<file path="src/rtl/move_scheduler.sv">
// ---------------------------------------------------------------------------
// move_scheduler
//
// Move-queue controller sitting between the SPI command decoder and the DDA
// timer/stepper path. Move commands (direction, increment,
// increment-increment, duration) are buffered in a circular queue of
// 2^BUF_ADDR entries. They are handed to the DDA one at a time, and a halt
// aborts the running move and flushes the queue.
//
// Ports:
//   CLK, reset             system clock, synchronous active-high reset
//   enable                 permits starting new moves (a running move always finishes)
//   halt                   level; abort the running move and flush while high
//   wr_valid / wr_ready    move command handshake
//   wr_dir, wr_increment, wr_incrementincrement, wr_duration
//                          move command fields
//   dda_start / dda_abort  one-cycle start / abort pulses to the DDA
//   dda_done               one-cycle end-of-move pulse from the DDA
//   dda_dir, dda_increment, dda_incrementincrement, dda_duration
//                          registered move fields presented to the DDA
//   buffer_dtr             registered "ready for more data" status
//   move_done              one-cycle pulse per completed move
//   busy, halted           state status
//   move_count             completed-move counter (wraps)
//   buf_count              queue occupancy
// ---------------------------------------------------------------------------
module move_scheduler #(
    parameter int BUF_ADDR = 2,
    parameter int INC_W    = 64,
    parameter int DUR_W    = 32,
    parameter int CNT_W    = 16
) (
    input  logic                CLK,
    input  logic                reset,
    input  logic                enable,
    input  logic                halt,
    input  logic                wr_valid,
    output logic                wr_ready,
    input  logic                wr_dir,
    input  logic [INC_W-1:0]    wr_increment,
    input  logic [INC_W-1:0]    wr_incrementincrement,
    input  logic [DUR_W-1:0]    wr_duration,
    output logic                dda_start,
    output logic                dda_abort,
    input  logic                dda_done,
    output logic                dda_dir,
    output logic [INC_W-1:0]    dda_increment,
    output logic [INC_W-1:0]    dda_incrementincrement,
    output logic [DUR_W-1:0]    dda_duration,
    output logic                buffer_dtr,
    output logic                move_done,
    output logic                busy,
    output logic                halted,
    output logic [CNT_W-1:0]    move_count,
    output logic [BUF_ADDR:0]   buf_count
);

    localparam int ENTRY_W = 1 + 2 * INC_W + DUR_W;

    localparam logic [BUF_ADDR-1:0] PTR_ONE   = BUF_ADDR'(1);
    localparam logic [BUF_ADDR:0]   COUNT_ONE = (BUF_ADDR + 1)'(1);
    localparam logic [CNT_W-1:0]    MOVE_ONE  = CNT_W'(1);

    typedef enum logic [1:0] {
        ST_IDLE   = 2'd0,
        ST_LOAD   = 2'd1,
        ST_RUN    = 2'd2,
        ST_HALTED = 2'd3
    } state_t;

    state_t state_reg, state_next;

    // Queue storage: one packed entry per move, no reset so it maps to RAM.
    logic [ENTRY_W-1:0] mem_reg [0:(1 << BUF_ADDR) - 1];

    logic [BUF_ADDR-1:0] wr_ptr_reg, wr_ptr_next;
    logic [BUF_ADDR-1:0] rd_ptr_reg, rd_ptr_next;
    logic [BUF_ADDR:0]   count_reg, count_next;

    logic                dda_dir_reg;
    logic [INC_W-1:0]    dda_increment_reg;
    logic [INC_W-1:0]    dda_incrementincrement_reg;
    logic [DUR_W-1:0]    dda_duration_reg;
    logic                buffer_dtr_reg;
    logic                move_done_reg;
    logic [CNT_W-1:0]    move_count_reg;

    logic push;
    logic pop;
    logic flush;
    logic load_fields;
    logic move_finished;

    // Full is simply the top bit of the occupancy count. Using only
    // registered state means a pop in the same cycle never frees a slot early.
    assign wr_ready = !count_reg[BUF_ADDR] && (state_reg != ST_HALTED);
    assign push     = wr_valid && wr_ready;

    // The head entry leaves the queue at the edge that ends the LOAD cycle.
    assign pop      = (state_reg == ST_LOAD);

    // Entering or staying in HALTED empties the queue; this overrides any
    // push/pop seen on the same edge.
    assign flush    = (state_next == ST_HALTED);

    // The DDA fields are captured on the edge entering LOAD so they are
    // already valid while dda_start is high.
    assign load_fields = (state_next == ST_LOAD);

    // Halt wins over a coincident dda_done.
    assign move_finished = (state_reg == ST_RUN) && !halt && dda_done;

    // ------------------------------------------------------------------
    // Next-state logic
    // ------------------------------------------------------------------
    always_comb begin
        state_next = state_reg;
        case (state_reg)
            ST_IDLE: begin
                if (halt) begin
                    state_next = ST_HALTED;
                end else if (enable && (count_reg != '0)) begin
                    state_next = ST_LOAD;
                end
            end
            ST_LOAD: begin
                state_next = halt ? ST_HALTED : ST_RUN;
            end
            ST_RUN: begin
                if (halt) begin
                    state_next = ST_HALTED;
                end else if (dda_done) begin
                    state_next = (enable && (count_reg != '0)) ? ST_LOAD : ST_IDLE;
                end
            end
            ST_HALTED: begin
                if (!halt) begin
                    state_next = ST_IDLE;
                end
            end
            default: state_next = ST_IDLE;
        endcase
    end

    // ------------------------------------------------------------------
    // Queue pointer / occupancy next values
    // ------------------------------------------------------------------
    always_comb begin
        wr_ptr_next = wr_ptr_reg;
        rd_ptr_next = rd_ptr_reg;
        count_next  = count_reg;
        if (flush) begin
            wr_ptr_next = '0;
            rd_ptr_next = '0;
            count_next  = '0;
        end else begin
            if (push) begin
                wr_ptr_next = wr_ptr_reg + PTR_ONE;
            end
            if (pop) begin
                rd_ptr_next = rd_ptr_reg + PTR_ONE;
            end
            case ({push, pop})
                2'b10:   count_next = count_reg + COUNT_ONE;
                2'b01:   count_next = count_reg - COUNT_ONE;
                default: count_next = count_reg;
            endcase
        end
    end

    // ------------------------------------------------------------------
    // Registers
    // ------------------------------------------------------------------
    always_ff @(posedge CLK) begin
        if (push) begin
            mem_reg[wr_ptr_reg] <= {wr_dir, wr_increment, wr_incrementincrement, wr_duration};
        end
    end

    always_ff @(posedge CLK) begin
        if (reset) begin
            state_reg                  <= ST_IDLE;
            wr_ptr_reg                 <= '0;
            rd_ptr_reg                 <= '0;
            count_reg                  <= '0;
            dda_dir_reg                <= 1'b0;
            dda_increment_reg          <= '0;
            dda_incrementincrement_reg <= '0;
            dda_duration_reg           <= '0;
            buffer_dtr_reg             <= 1'b0;
            move_done_reg              <= 1'b0;
            move_count_reg             <= '0;
        end else begin
            state_reg      <= state_next;
            wr_ptr_reg     <= wr_ptr_next;
            rd_ptr_reg     <= rd_ptr_next;
            count_reg      <= count_next;
            buffer_dtr_reg <= !count_next[BUF_ADDR] && (state_next != ST_HALTED);
            move_done_reg  <= move_finished;
            if (move_finished) begin
                move_count_reg <= move_count_reg + MOVE_ONE;
            end
            if (load_fields) begin
                {dda_dir_reg, dda_increment_reg, dda_incrementincrement_reg,
                 dda_duration_reg} <= mem_reg[rd_ptr_reg];
            end
        end
    end

    // ------------------------------------------------------------------
    // Outputs
    // ------------------------------------------------------------------
    assign dda_start              = (state_reg == ST_LOAD);
    // Abort only matters while a move is being loaded or is running.
    assign dda_abort              = halt && ((state_reg == ST_LOAD) || (state_reg == ST_RUN));
    assign dda_dir                = dda_dir_reg;
    assign dda_increment          = dda_increment_reg;
    assign dda_incrementincrement = dda_incrementincrement_reg;
    assign dda_duration           = dda_duration_reg;
    assign buffer_dtr             = buffer_dtr_reg;
    assign move_done              = move_done_reg;
    assign busy                   = (state_reg == ST_LOAD) || (state_reg == ST_RUN);
    assign halted                 = (state_reg == ST_HALTED);
    assign move_count             = move_count_reg;
    assign buf_count              = count_reg;

endmodule

</file>
<file path="config.mk">
export PLATFORM = sky130hd
export DESIGN_NAME = move_scheduler
export DESIGN_NICKNAME = d
export VERILOG_FILES = /design/src/rtl/move_scheduler.sv
export SDC_FILE = /design/constraint.sdc
export NUM_CORES = 1
export LEC_CHECK = 0
export ABC_AREA = 1
export CAP_MARGIN = 10
export CORE_AREA = 10 10 276 278
export DETAILED_ROUTE_END_ITERATION = 8
export DIE_AREA = 0 0 286 288
export PLACE_DENSITY = 0.71
export SETUP_SLACK_MARGIN = 0.2
export SYNTH_ARGS = -nofsm -noshare
export SYNTH_HDL_FRONTEND = slang
export SYNTH_SLANG_ARGS = --single-unit
</file>
<file path="constraint.sdc">
create_clock -name CLK -period 14.57 [get_ports CLK]
set_input_delay 4.371 -clock CLK [delete_from_list [all_inputs] [get_ports CLK]]
set_output_delay 4.371 -clock CLK [all_outputs]
set_load 0.02 [all_outputs]
</file>
==> results of run 1 <==
## per-layer routing
metal,share of wire (%),up-vias
li1,-,12100
met1,42,11400
met2,49,621
met3,6.7,131
met4,2.0,18
met5,0.14,-
## worst max-delay path, stage by stage
cell and delay (ns):
clkdlybuf4s50_1 0.61, nand2_1 0.09, inv_1 0.05, clkdlybuf4s50_1 0.60
## cells by family (layout without fill, tap and decap cells)
| group | Yosys count | after routing | share of synthesized area [%] |
|---|---|---|---|
| AND/OR/NAND/NOR | 1558 | 1558 | 18.1 |
| buffers and inverters | 878 | 1224 | 10.0 |
| flip-flops | 832 | 832 | 66.3 |
| AO/OA/AOI/OAI | 348 | 348 | 5.02 |
| adder cells (fa/ha/maj) | 11 | 11 | 0.416 |
| XOR/XNOR | 5 | 5 | 0.126 |
| multiplexers | 1 | 1 | 0.0287 |
| other | 0 | 8 | 0 |
## stage by stage
stage | worst slack [ns] | util [%] | std cells | instance area [sq um]
3_5_place_dp | 4.49 | 54.9 | 4768 | 38900
6_report | 4.49 | 58.9 | 4937 | 41800
4_1_cts | 4.48 | 58.9 | 4929 | 41700
3_3_place_gp | 4.49 | 54.9 | 4768 | 38900
2_1_floorplan | 2.64 | - | 3633 | 34800
5_1_grt | 4.44 | 58.9 | 4937 | 41800
## cell usage in the layout, fill, tap and decap left out
master,count
clkinv_2,12
dfxtp_1,186
clkinv_1,11
nor3b_1,1
ha_1,10
inv_2,12
nor2_4,4
clkbuf_8,12
nand2_4,1
clkinv_8,2
clkbuf_16,88
inv_4,1
a31oi_1,1
clkbuf_1,26
o21a_1,1
nor3_1,3
nand3_1,13
nand2_1,695
xor2_1,5
buf_4,30
inv_16,2
nand3_4,3
dfxtp_4,2
clkdlybuf4s50_1,353
o21ai_0,163
nand3b_1,1
a21oi_1,14
nand4_1,165
diode_2,8
bufinv_16,5
inv_1,666
nor2_1,672
a211oi_1,1
fa_1,1
o21ai_1,168
mux2i_1,1
edfxtp_1,644
inv_6,4
## area by class of cell
class                   instances  area, sq um
fillers                      5875        29100
flip-flops and latches        832        23100
multi-input cells            1923         8310
repair buffers                383         3760
inverters                     680         2560
clock buffers                 126         2460
well taps                     950         1190
clock inverters                35          348
diodes                          8         20.0
## report_power, final
group	switching, W	leakage, nW	internal (W)	total [W]
Combinational	0.00217	8.66	0.00103	0.00319
Sequential	0.000182	7.46	0.00308	0.00326
Clock	0.000903	1.38	0.00127	0.00217
Total	0.00325	17.5	0.00537	0.00863
## path summary, 6_finish.rpt
check	from	endpoint	slack [ns]	cells after the start
setup / recovery	halt	dda_abort	4.49	4
hold / removal	wr_ptr_reg[1]$_SDFFE_PP0P_	wr_ptr_reg[1]$_SDFFE_PP0P_	0.51	2
setup reg to reg	state_reg[0]$_SDFF_PP0_	mem_reg[2][145]$_DFFE_PP_	10.80	6
hold reg to reg	wr_ptr_reg[1]$_SDFFE_PP0P_	wr_ptr_reg[1]$_SDFFE_PP0P_	0.51	2
==> impl_metrics.ini, run 1 <==
[critical_path]
cp.required_ns = 10.20
worst_setup_path_start_kind = input pin
cp_max_fo = 4
cp.arrival_ns = 5.71
crit_type = in2out
end_kind = output port

[timing]
tightest_slew_ns = 1.20
relSlewSlack_pct = 20.1
final-hold-violation-count = 0
holdWs_ns = 0.505
min_period_ns = 10.08
finalSetupViolCount = 0
skew_ns = 0.0240
fmax_ghz = 0.0992
rsz0062_at_grt = no
fin_tns_setup_ns = 0
min_period_over_period_pct = 69.2
maxSlewViolCount = 0

[synth]
ys_seq_area_share_pct = 66.3
synth_top_area_cell = edfxtp_1
synth_edf_count = 644
syn_avg_cell_area_sq_um = 9.59
syn_inst = 3633
synthFlopType = edfxtp_1
ys_warn_count = 0
synth-seq-cells = 832
synth_area_sq_um = 34800
syn_nets = 3811
yosysMostFrequentCell = nand2_1
synth_top_cell_area_share_pct = 55.5
yosys-top-cells-area = edfxtp_1 (55%), dfxtp_1 (11%), nand2_1 (7.5%)
synth_common_cells = nand2_1 (696), nor2_1 (676), inv_1 (666)
async_reset_ff_share_pct = 0
yosysUniqueCellTypes = 28

[cts]
cts.sink_count = 832
htreeDepth = 3
cts_hold_buffers = 0
cts_setup_buffers = 0
cts-root-buf = clkbuf_16
cts_buffers = 86
cts_tree = yes
clk_path_buf_depth = 3
cts-resized-gates = 0
clk_latency_ns = 0.64
clk_pin_slew_ns = 0.06

[global_routing]
grt_pass1_wl_um = 130000
use_met1_pct = 25.1
grt.busiest_layer = met2
gr-usage-met2_pct = 34.1
grt_use_total_pct = 20.0
grt_pass1_vias = 23100
use_met3_pct = 4.43
antenna_found_initial = 18
grt-ovfl-total = 0
grt_max_degree = 119

[place]
place.gp.congestion = 0.797
hpwl_um = 47900
portBuffers = 353

[detailed_routing]
routed_wl_um = 84800
drtIter0Drc = 1662
via_per_inst = 4.91
routedWlPerCell_um = 17.2
num_vias = 24200
ant_nets = 0
drtPass1Iterations = 7
route.detailed.drc = 0

[finish]
area_delta_synth_final_pct = 19.8
largest_reg_flops = 644
layout.nets = 4084
drive_above_1_share_pct = 4.47

[min_path]
min-delay-path-class = reg2reg

[power]
power.total_w = 0.00863
power.density_nw_per_um2 = 207
peakVddDrop_mv = 0.250
p_leak_nw = 17.5

[floorplanning]
design.die.area_sq_um = 82400
die_y_um = 288
io_pins = 354
core-area_sq_um = 70900
die_w_um = 286
initial_core_util_pct = 49.2
fp-row-count = 98

[job]
max_cap_viol_count = 0

[outcome]
status = completed
No activity file was read; power rests on OpenSTA's default activity.
==> run 2, diff against run 1 <==
--- a/config.mk
+++ b/config.mk
@@ -10,7 +10,7 @@
 export CORE_AREA = 10 10 276 278
 export DETAILED_ROUTE_END_ITERATION = 8
 export DIE_AREA = 0 0 286 288
-export PLACE_DENSITY = 0.71
+export PLACE_DENSITY = 0.74
 export SETUP_SLACK_MARGIN = 0.2
 export SYNTH_ARGS = -nofsm -noshare
 export SYNTH_HDL_FRONTEND = slang
==> constraint.sdc (replaced) <==
create_clock -name CLK -period 8.3 [get_ports CLK]
set_input_delay 2.49 -clock CLK [delete_from_list [all_inputs] [get_ports CLK]]
set_output_delay 2.49 -clock CLK [all_outputs]
set_load 0.02 [all_outputs]
==> run 2 against run 1 <==
  * Critical path depth did not move
  * Register-to-register slack got worse by 5.7 ns
  * Combinational power increased by 77%
  * Via count rose by 1.6%
  * Clock skew is 0.0031 ns higher
==> impl_metrics.ini, run 2 (same netlist as run 1, synthesis figures left out) <==
[detailed_routing]
drtPass1Iterations = 6
ant_nets = 0
routedWlPerCell_um = 17.2
drtIter0Drc = 1923
num_vias = 24600
routed_wl_um = 85000
route.detailed.drc = 0
via_per_inst = 4.98

[critical_path]
cp.arrival_ns = 3.94
r2r_cells = 5
end_kind = output port
rrSetupSlack_ns = 5.06
rr_endpoint = mem_reg[3][28]$_DFFE_PP_
worst_setup_path_start_kind = input pin
crit_type = in2out
cp.required_ns = 5.81
cp_max_fo = 4
reg2reg_from = state_reg[1]$_SDFF_PP0_

[cts]
cts.sink_count = 832
cts_tree = yes
cts-root-buf = clkbuf_16
clk_path_buf_depth = 3
cts-resized-gates = 0
clk_pin_slew_ns = 0.06
clk_latency_ns = 0.64
cts_setup_buffers = 0
cts_hold_buffers = 0
cts_buffers = 88
htreeDepth = 3

[finish]
final_common_cell = nand2_1
postLayoutCellArea_sq_um = 42100
fin_util_pct = 59.4
area_delta_synth_final_pct = 20.8
final_cell_mix = nand2_1 (695), nor2_1 (672), inv_1 (666)
drive_above_1_share_pct = 4.65
layout.nets = 4081
largest_reg_flops = 644

[place]
portBuffers = 353
place.gp.congestion = 0.795
place_area_sq_um = 39000
hpwl_um = 48000
post-place-ws_ns = 1.86

[timing]
fmax_ghz = 0.156
skew_ns = 0.0271
relSlewSlack_pct = 4.22
worst_slack_ns = 1.87
min_period_ns = 6.43
maxSlewViolCount = 0
tightest_slew_ns = 1.44
fin_tns_setup_ns = 0
min_period_over_period_pct = 77.5
rsz0062_at_grt = no
finalSetupViolCount = 0
final-hold-violation-count = 0

[floorplanning]
core-area_sq_um = 70900
design.die.area_sq_um = 82400
initial_core_util_pct = 49.2
io_pins = 354
fp-row-count = 98
die_w_um = 286
die_y_um = 288

[global_routing]
grt_pass1_wl_um = 130000
antenna_found_initial = 23
grt-ovfl-total = 0
grt_max_degree = 256
grt_use_total_pct = 20.1
grt_pass1_vias = 23400

[job]
max_cap_viol_count = 0

[power]
peakVddDrop_mv = 0.400
power.density_nw_per_um2 = 366
p_leak_nw = 17.6

[min_path]
holdPathEnd = move_count[10]$_SDFFE_PP0P_
min-delay-path-class = reg2reg
min-delay-start = move_count[10]$_SDFFE_PP0P_
hold_depth = 2

[outcome]
status = completed
## run 2: cell count changes in the layout (fill, tap and decap cells not counted), sizes merged
cell,delta
inv,-4
diode,+2
bufinv,+4
clkbuf,-2
clkinvlp,+3
clkinv,+4
buf,-5
## run 2: worst max-delay path: stages
cell	delay, ns
clkdlybuf4s50_1	0.69
nand2_1	0.10
inv_1	0.06
clkdlybuf4s50_1	0.60
## run 2: power by group
part | leakage, nW | internal [W] | total [W] | switching (W)
combinational | 8.66 | 0.00182 | 0.00565 | 0.00383
clock | 1.48 | 0.00241 | 0.00403 | 0.00162
sequential | 7.46 | 0.00540 | 0.00573 | 0.000331
## run 2: stage by stage
step	std cells	total power [W]	hold slack, ns
after floorplan	3633	0.00979	0.474
after global placement	4763	0.0114	0.490
after detailed placement	4763	0.0115	0.495
after CTS	4929	0.0155	0.507
after global routing	4939	0.0165	0.532
final	4939	0.0154	0.505
## run 2: layout make-up
| type | instances | area (sq um) |
|---|---|---|
| fillers | 5753 | 28800 |
| flip-flops and latches | 832 | 23100 |
| multi-input cells | 1923 | 8310 |
| repair buffers | 378 | 3830 |
| inverters | 680 | 2560 |
| clock buffers | 124 | 2500 |
| well taps | 950 | 1190 |
| clock inverters | 42 | 554 |
| diodes | 10 | 25.0 |
## run 2: worst max path at each step
stage / start / to / slack, ns
detailed placement: halt / dda_abort / 1.86
floorplan: wr_valid / mem_reg[0][0]$_DFFE_PP_ / -1.75
CTS: halt / dda_abort / 1.86
finish: halt / dda_abort / 1.87
global route: halt / dda_abort / 1.78
global placement: halt / dda_abort / 1.88
## run 2: metal layers
metal / wire (um) / share of wire [%] / GRT usage (%)
met4: 2090 / 2.5 / 7.28
met3: 6260 / 7.4 / 5.01
met1: 35000 / 41 / 24.6
met5: 168 / 0.20 / 0
met2: 41400 / 49 / 34.0
